**src/rtl/gearbox_n_to_m.sv**
```systemverilog
// rtl/gearbox_n_to_m.sv - IN_W to OUT_W bit gearbox with pulsed bit-slip
// Define GBX_AUTO_ALIGN_EN to build the training-pattern auto-align FSM.
module gearbox_n_to_m #(
   parameter int               IN_W          = 6,
   parameter int               OUT_W         = 12,
   parameter logic [OUT_W-1:0] TRAIN_PATTERN = OUT_W'(12'hF00),
   parameter int               LOCK_CNT      = 16,
   parameter int               SETTLE        = 4
) (
   input  logic                     px_clk,
   input  logic                     px_reset_n,
   input  logic [IN_W-1:0]          din,
   input  logic                     din_valid,
   input  logic                     bitslip,
   input  logic                     align_en,
   output logic [OUT_W-1:0]         dout,
   output logic                     dout_valid,
   output logic [$clog2(OUT_W)-1:0] slip_cnt,
   output logic                     aligned
);
   localparam int AW = OUT_W + IN_W - 1;
   localparam int CW = $clog2(OUT_W + IN_W);
   localparam int SW = $clog2(OUT_W);

   logic [AW-1:0]    acc_q, acc_d;
   logic [CW-1:0]    cnt_q, cnt_d;
   logic [OUT_W-1:0] dout_q, dout_d;
   logic             dout_valid_q, dout_valid_d;
   logic [SW-1:0]    slip_cnt_q, slip_cnt_d;
   logic             slip_pend_q, slip_pend_d;
   logic             slip_req, do_slip, do_emit, auto_slip;

`ifdef GBX_AUTO_ALIGN_EN
   localparam int MW = $clog2(LOCK_CNT + 1);
   localparam int KW = $clog2(SETTLE + 1);
   typedef enum logic [1:0] {ST_SEARCH, ST_SETTLE, ST_LOCKED} state_t;

   state_t        state_q;
   logic [MW-1:0] match_q;
   logic [KW-1:0] skip_q;
   logic          auto_slip_q, aligned_q;

   always_ff @(posedge px_clk or negedge px_reset_n) begin
      if (!px_reset_n) begin
         state_q     <= ST_SEARCH;
         match_q     <= '0;
         skip_q      <= '0;
         auto_slip_q <= 1'b0;
         aligned_q   <= 1'b0;
      end else begin
         auto_slip_q <= 1'b0;
         if (!align_en) begin
            state_q   <= ST_SEARCH;
            match_q   <= '0;
            skip_q    <= '0;
            aligned_q <= 1'b0;
         end else if (dout_valid_q) begin
            case (state_q)
               ST_SEARCH: begin
                  if (dout_q == TRAIN_PATTERN) begin
                     match_q <= match_q + MW'(1);
                     if (match_q == MW'(LOCK_CNT - 1)) begin
                        state_q   <= ST_LOCKED;
                        aligned_q <= 1'b1;
                     end
                  end else begin
                     match_q     <= '0;
                     skip_q      <= '0;
                     auto_slip_q <= 1'b1;
                     state_q     <= ST_SETTLE;
                  end
               end
               // Words seen here may predate the slip, so they are never judged.
               ST_SETTLE: begin
                  if (skip_q == KW'(SETTLE - 1)) state_q <= ST_SEARCH;
                  else                           skip_q  <= skip_q + KW'(1);
               end
               default: ;
            endcase
         end
      end
   end

   assign auto_slip = auto_slip_q;
   assign aligned   = aligned_q;
`else
   logic unused_cfg;
   assign unused_cfg = align_en ^ (^TRAIN_PATTERN) ^ (LOCK_CNT > 0) ^ (SETTLE > 0);
   assign auto_slip  = 1'b0;
   assign aligned    = 1'b0;
`endif

   always_comb begin
      slip_req = bitslip | auto_slip;
      // A slip is deferred by one cycle when taking it alongside new input would overflow acc.
      do_slip = slip_pend_q && (cnt_q != '0) && !(din_valid && (cnt_q > CW'(OUT_W)));
      do_emit = !do_slip && (cnt_q >= CW'(OUT_W));
      acc_d        = din_valid ? AW'({acc_q, din}) : acc_q;
      cnt_d        = cnt_q;
      dout_d       = dout_q;
      dout_valid_d = 1'b0;
      slip_cnt_d   = slip_cnt_q;
      slip_pend_d  = slip_pend_q;
      if (do_slip) begin
         cnt_d       = cnt_q - CW'(1);
         slip_pend_d = 1'b0;
         slip_cnt_d  = (slip_cnt_q == SW'(OUT_W - 1)) ? '0 : slip_cnt_q + SW'(1);
      end else if (do_emit) begin
         cnt_d        = cnt_q - CW'(OUT_W);
         dout_d       = OUT_W'(acc_q >> (cnt_q - CW'(OUT_W)));
         dout_valid_d = 1'b1;
      end
      if (din_valid) cnt_d = cnt_d + CW'(IN_W);
      if (!slip_pend_q && slip_req) slip_pend_d = 1'b1;
   end

   always_ff @(posedge px_clk or negedge px_reset_n) begin
      if (!px_reset_n) begin
         acc_q        <= '0;
         cnt_q        <= '0;
         dout_q       <= '0;
         dout_valid_q <= 1'b0;
         slip_cnt_q   <= '0;
         slip_pend_q  <= 1'b0;
      end else begin
         acc_q        <= acc_d;
         cnt_q        <= cnt_d;
         dout_q       <= dout_d;
         dout_valid_q <= dout_valid_d;
         slip_cnt_q   <= slip_cnt_d;
         slip_pend_q  <= slip_pend_d;
      end
   end

   assign dout       = dout_q;
   assign dout_valid = dout_valid_q;
   assign slip_cnt   = slip_cnt_q;
endmodule
```
**config.mk**
```make
export PLATFORM = sky130hd
export DESIGN_NAME = gearbox_n_to_m
export DESIGN_NICKNAME = d
export VERILOG_FILES = /design/src/rtl/gearbox_n_to_m.sv
export SDC_FILE = /design/constraint.sdc
export NUM_CORES = 1
export LEC_CHECK = 0
export BUFFER_PORTS_ARGS = -buffer_cell sky130_fd_sc_hd__buf_2
export CORE_UTILIZATION = 53
export DETAILED_ROUTE_END_ITERATION = 10
export PLACE_DENSITY = 0.76
export SYNTH_ARGS = -nofsm -noshare
export SYNTH_HDL_FRONTEND = slang
export SYNTH_SLANG_ARGS = --single-unit
```
**constraint.sdc**
```tcl
create_clock -name px_clk -period 2.4 [get_ports px_clk]
set_input_delay 0.12 -clock px_clk [delete_from_list [all_inputs] [get_ports px_clk]]
set_output_delay 0.12 -clock px_clk [all_outputs]
set_load 0.02 [all_outputs]
```
* After elaboration in Yosys (flattened, before gate mapping)
Cells that the tools add are included.
Storage, ports and cells: register bits after elaboration 40, bits in latches 0, memory bits (writable) 0, ROM bits 0, input port bits 11, memories 0
Operators by class: add/subtract/negate cells 4, multiply operators 0, divide/modulo/power cells 0, order comparisons 2, equal/unequal tests 1, shifts and indexed selects 1, mux-type cells 8, bitwise logic cells 1, reduce and logical (&&, ||, !) cells 11
Operators with widths (count):
- 17-bit by 5-bit right shift with 12-bit output | 1
- 5-bit two-way mux | 3
- 5-bit by 3-bit adder with 5-bit output (second input constant) | 1
- 5-bit by 4-bit greater-or-equal comparator with 1-bit output (second input constant) | 1
- 5-bit by 4-bit > comparator with 1-bit output (second input constant) | 1
- 1-bit logical AND | 5
- 5-bit nonzero test | 1
- 5-bit by 1-bit subtractor with 5-bit output (second input constant) | 1
- 5-bit by 4-bit subtractor with 5-bit output (second input constant) | 1
- 4-bit by 1-bit adder with 4-bit output (second input constant) | 1
- 4-bit == test (second input constant) | 1
- 1-bit two-way mux | 4
- 4-bit two-way mux | 1
- 1-bit logical NOT | 3
- 2-bit AND reduction | 1
- 2-bit nonzero test | 1
- 1-bit inverter | 1

* Logic depth before layout (Yosys ltp)
depth after elaboration 10, mapped depth 13, mapped depth without buffers 9

* Worst setup path after synthesis
Ideal clock, no wire load.
path kind register -> register, start point register cnt_q[1], end point register cnt_q[3], setup time 0.123 ns, data arrival time 2.419 ns, required time 2.277 ns, setup slack -0.142 ns, cell stages (with the launch flop) 13, buffers on the path 3, cells stage by stage dfrtp_1 buf_2 buf_6 buf_4 inv_1 ha_1 a21bo_2 o2111ai_4 mux2i_1 xnor2_1 ha_1 nand2b_1 xnor2_1
Between the ends: longest elaborated chain between the ends 10
Ends and longest elaborated chain:
- start, declared | RTL line 26 | logic [CW-1:0] cnt_q, cnt_d;
- start signal, assigned | RTL line 127 | cnt_q <= cnt_d;
- 5-bit by 4-bit > comparator with 1-bit output | RTL line 96 | do_slip = slip_pend_q && (cnt_q != '0) && !(din_valid && (cnt_q > CW'(OUT_W)));
- 1-bit logical AND | RTL line 96
- 1-bit logical NOT | RTL line 96
- 1-bit logical AND | RTL line 96
- 1-bit logical NOT | RTL line 97 | do_emit = !do_slip && (cnt_q >= CW'(OUT_W));
- 1-bit logical AND | RTL line 97
- 5-bit two-way mux | RTL line 108 | end else if (do_emit) begin
- 5-bit two-way mux (*) | RTL line 104 | if (do_slip) begin
- 5-bit by 3-bit adder with 5-bit output | RTL line 113 | if (din_valid) cnt_d = cnt_d + CW'(IN_W);
- 5-bit two-way mux (*) | RTL line 113
- named net cnt_d[3] | RTL line 26
Mark *: on every way through the listed nets, which the timed path passes. The rest lies on a longest branch. A chain may end at the register's enable or synchronous reset.

* Worst setup path after layout
start point register cnt_q[2], end point register dout_q[9], in the netlist dout[9]
Between the ends: longest elaborated chain between the ends 7
Ends and longest elaborated chain:
- branches (longest 7 deep; another with 5-bit by 4-bit subtractor with 5-bit output)
- end signal, assigned | RTL line 128 | dout_q <= dout_d;
- end, declared | RTL line 27 | logic [OUT_W-1:0] dout_q, dout_d;
Several ways; the timed one is not identified.

==> flow_metrics.py <==
metrics = {
    "grt": {
        "grt_max_degree": 41,
        "grt_util_all_layers": 0.228,
        "grt_overflow": 0,
        "wire_length_of_the_first_global_routing_pass_mm": 8.95,
        "first_global_vias": 1854,
        "antenna_found_initial": 0,
    },
    "clock_network": {
        "cts-root-buf": "clkbuf_8",
        "cts-hold-fix-buffers": 1,
        "insertion_delay_ps": 300,
        "cts-buffers-inserted": 5,
        "clkSinkCount": 40,
        "cts.repair.resized": 0,
        "postCtsSetupRepairBufs": 0,
        "cts_tree": "built",
        "cts.clk_slew.worst_paths_ps": 80,
        "h-tree-depth": 2,
        "cts-root-to-sink-buffers": 2,
    },
    "cells_and_area": {
        "antenna_cells": 0,
        "fin_nets": 282,
        "area_growth_syn_to_layout_pct": 13.5,
        "final_standard_cell_count_with_taps_included_and_fillers_excluded": 317,
        "layout_cell_share_with_drive_strength_beyond_1": 0.321,
    },
    "floorplanning": {
        "num_io_pins": 29,
        "die_area_um2": 5020,
        "floorplan.initialDensity": 0.565,
        "placeableCoreArea_um2": 4440,
        "dieHeight_um": 70.9,
        "floorplan.rows": 24,
        "chipWidth_um": 70.9,
    },
    "detailed_routing": {
        "detailedRoute.firstIterationViolations": 92,
        "routed_wire_length_per_instance_um": 16.0,
        "vias": 1883,
        "post_drt_via_cell_ratio": 5.94,
        "drt.antenna.violating_nets": 0,
        "total_wirelength_mm": 5.07,
        "detailedRoute.firstPassIterationCount": 8,
        "post-route-drc-count": 0,
    },
    "setup_path": {
        "worst_setup_path_start_kind": "register",
        "worstRegToRegCells": 7,
        "crit-reg2reg-launch": "cnt_q[2]",
        "worst_path_required_ps": 2620,
        "timing_worst_setup_path_type": "reg2reg",
        "r2r_slack_ps": 190,
        "worstPathMaxFanout": 17,
        "data_arrival_critical_path_ps": 2430,
        "timing.critical_path.to_type": "register",
        "r2r_endpoint": "dout[9]",
    },
    "timing": {
        "finalSetupTns_ps": 0,
        "finalWorstPathRequiredPeriod_ps": 2210,
        "finClkSkew_ps": 9.93,
        "slew_headroom": 0.427,
        "rsz_0062_raised_after_global_routing": "no",
        "report.final.slew_viol_count": 0,
        "worst_margin_slew_ps": 860,
        "timing.fmax_mhz": 452,
        "final_min_period_over_clock_period": 0.922,
        "setup-violations-final": 0,
        "finalHoldViolations": 0,
    },
    "pwr": {
        "netSwitchingFraction": 0.437,
        "cellPowerDensity_nw_per_um2": 1550,
        "power.internal_w": 0.00249,
        "power_switching_w": 0.00194,
        "sequentialPowerShare": 0.244,
        "finalPower_w": 0.00443,
        "clkPwrFrac": 0.136,
        "p_leak_nw": 1.28,
        "vdd_ir_drop_max_mv": 0.814,
        "combinationalPowerShare": 0.620,
    },
    "placed_design": {
        "numPortBuffers": 26,
        "dp_cells": 308,
        "dp.final_hpwl_mm": 3.69,
        "gp_routability_congestion": 0.841,
    },
    "synth": {
        "synth_edf_count": 0,
        "synthDominantAreaCellType": "dfrtp_1",
        "avgSynthCellArea_um2": 10.8,
        "syn_nets": 251,
        "ys_seq_area_frac": 0.398,
        "postSynth.topFlopCell": "dfrtp_1",
        "netlist_area_um2": 2510,
        "synth-warning-count": 0,
        "synth_async_sr_flop_share": 1.00,
        "synth.lib_cells_used.distinct": 47,
        "synth.area.top_cells": "dfrtp_1 (40%), mux2_2 (11%), mux4_2 (8.1%), mux2i_1 (6.8%), ha_1 (3.5%)",
        "synth_largest_type_area_fraction": 0.398,
        "seq_cells_post_synth": 40,
        "post_synth_inst_count": 233,
    },
    "flow_run": {
        "drv_cap": 0,
    },
    "min_path": {
        "worst_hold_path.endpoint": "slip_pend_q",
        "holdPathStages": 2,
        "hold_path_startpoint": "bitslip",
        "hp-class": "in2reg",
    },
    "outcome": {
        "run_status": "finished clean",
    },
}
critical path, cell delays in order, from the launching register on:
cell and delay [ps]:
dfrtp_1 430, ha_1 300, a21bo_2 260, o2111ai_4 210
buf_4 260, nand2_2 110, or3_1 400, o21ai_1 160
worst max path at each step:
| stage | slack, ps | from | cells past startpoint | endpoint |
|---|---|---|---|---|
| final | 190 | cnt_q[2] | 7 | dout[9] |
| after floorplan | 10 | cnt_q[1] | 12 | cnt_q[3] |
| after CTS | 180 | cnt_q[2] | 7 | dout[9] |
| after global placement | 280 | cnt_q[3] | 7 | cnt_q[4] |
| after global routing | 3 | cnt_q[2] | 8 | cnt_q[3] |
| after detailed placement | 200 | cnt_q[3] | 7 | cnt_q[4] |
cell usage in the layout (no fill, tap or decap), types with 3 or more instances in the layout:
cell type	count
a21oi_1	7
a22oi_1	3
buf_2	26
buf_4	11
clkbuf_8	7
dfrtp_1	40
ha_1	6
inv_1	7
mux2_2	24
mux2i_1	17
mux4_2	9
nand2_1	21
nand2b_1	4
nand3_1	3
nor2_1	13
nor3_1	7
o21ai_0	15
o21ai_1	3
xnor2_1	6
power by group through the flow:
| stage | registers [W] | logic [W] | clock network [W] |
|---|---|---|---|
| floorplan | 0.00117 | 0.00202 | 0 |
| global placement | 0.00108 | 0.00263 | 0 |
| detailed placement | 0.00109 | 0.00272 | 0 |
| CTS | 0.00108 | 0.00274 | 0.000615 |
| global route | 0.00111 | 0.00304 | 0.000640 |
| finish | 0.00108 | 0.00274 | 0.000604 |
Yosys cell counts, drive strengths merged, types with 2 or more instances:
| cell type | count |
|---|---|
| mux2i | 17 |
| mux2 | 24 |
| nand4 | 2 |
| nand2 | 22 |
| nand3b | 2 |
| xnor2 | 6 |
| dfrtp | 40 |
| o21a | 2 |
| nor2b | 2 |
| a22oi | 3 |
| ha | 7 |
| a211oi | 2 |
| clkbuf | 2 |
| buf | 12 |
| a22o | 2 |
| nand3 | 3 |
| nor2 | 13 |
| nor3 | 7 |
| nand2b | 4 |
| o21ai | 18 |
| a21oi | 8 |
| inv | 8 |
| mux4 | 9 |
sequential cells by signal, summed over array words and instances (netlist names):
| signal | count |
|---|---|
| dout_valid | 1 |
| cnt_q | 5 |
| slip_pend_q | 1 |
| slip_cnt | 4 |
| dout | 12 |
| acc_q | 17 |
metrics by stage:
step / hold slack, ps / cell area [µm²] / utilization / worst slack (ps)
6_report: 33.5 / 2850 / 0.642 / 188
3_5_place_dp: 277 / 2720 / 0.611 / 201
5_1_grt: 44.3 / 2850 / 0.642 / 2.96
3_3_place_gp: 271 / 2720 / 0.611 / 275
4_1_cts: 31.1 / 2850 / 0.642 / 184
2_1_floorplan: -176 / 2520 / - / 10.2
logic make-up after synthesis:
family          count (synthesis)  synth area share
simple gates                   57             0.107
xor+xnor                        7            0.0244
flops                          40             0.398
compound gates                 48             0.134
buf+inv                        23            0.0443
mux                            50             0.256
fa+ha+maj                       7            0.0349
other cells                     1           0.00149
per-layer routing:
metal / vias up / share of wire / global-route usage
met4: 0 / 0.015 / 0.0844
met5: - / 0 / 0
met3: 8 / 0.048 / 0.0513
met2: 53 / 0.48 / 0.375
met1: 914 / 0.46 / 0.298
li1: 908 / - / -
layout make-up:
class	count	area (µm²)
clock buffer	7	96.3
sequential	40	1000
timing repair buffer	38	223
clock inverter	1	30.0
tap	52	65.1
fill	396	1590
inverter	9	33.8
multi-input combinational	170	1400
No activity file was read; power rests on OpenSTA's default activity.
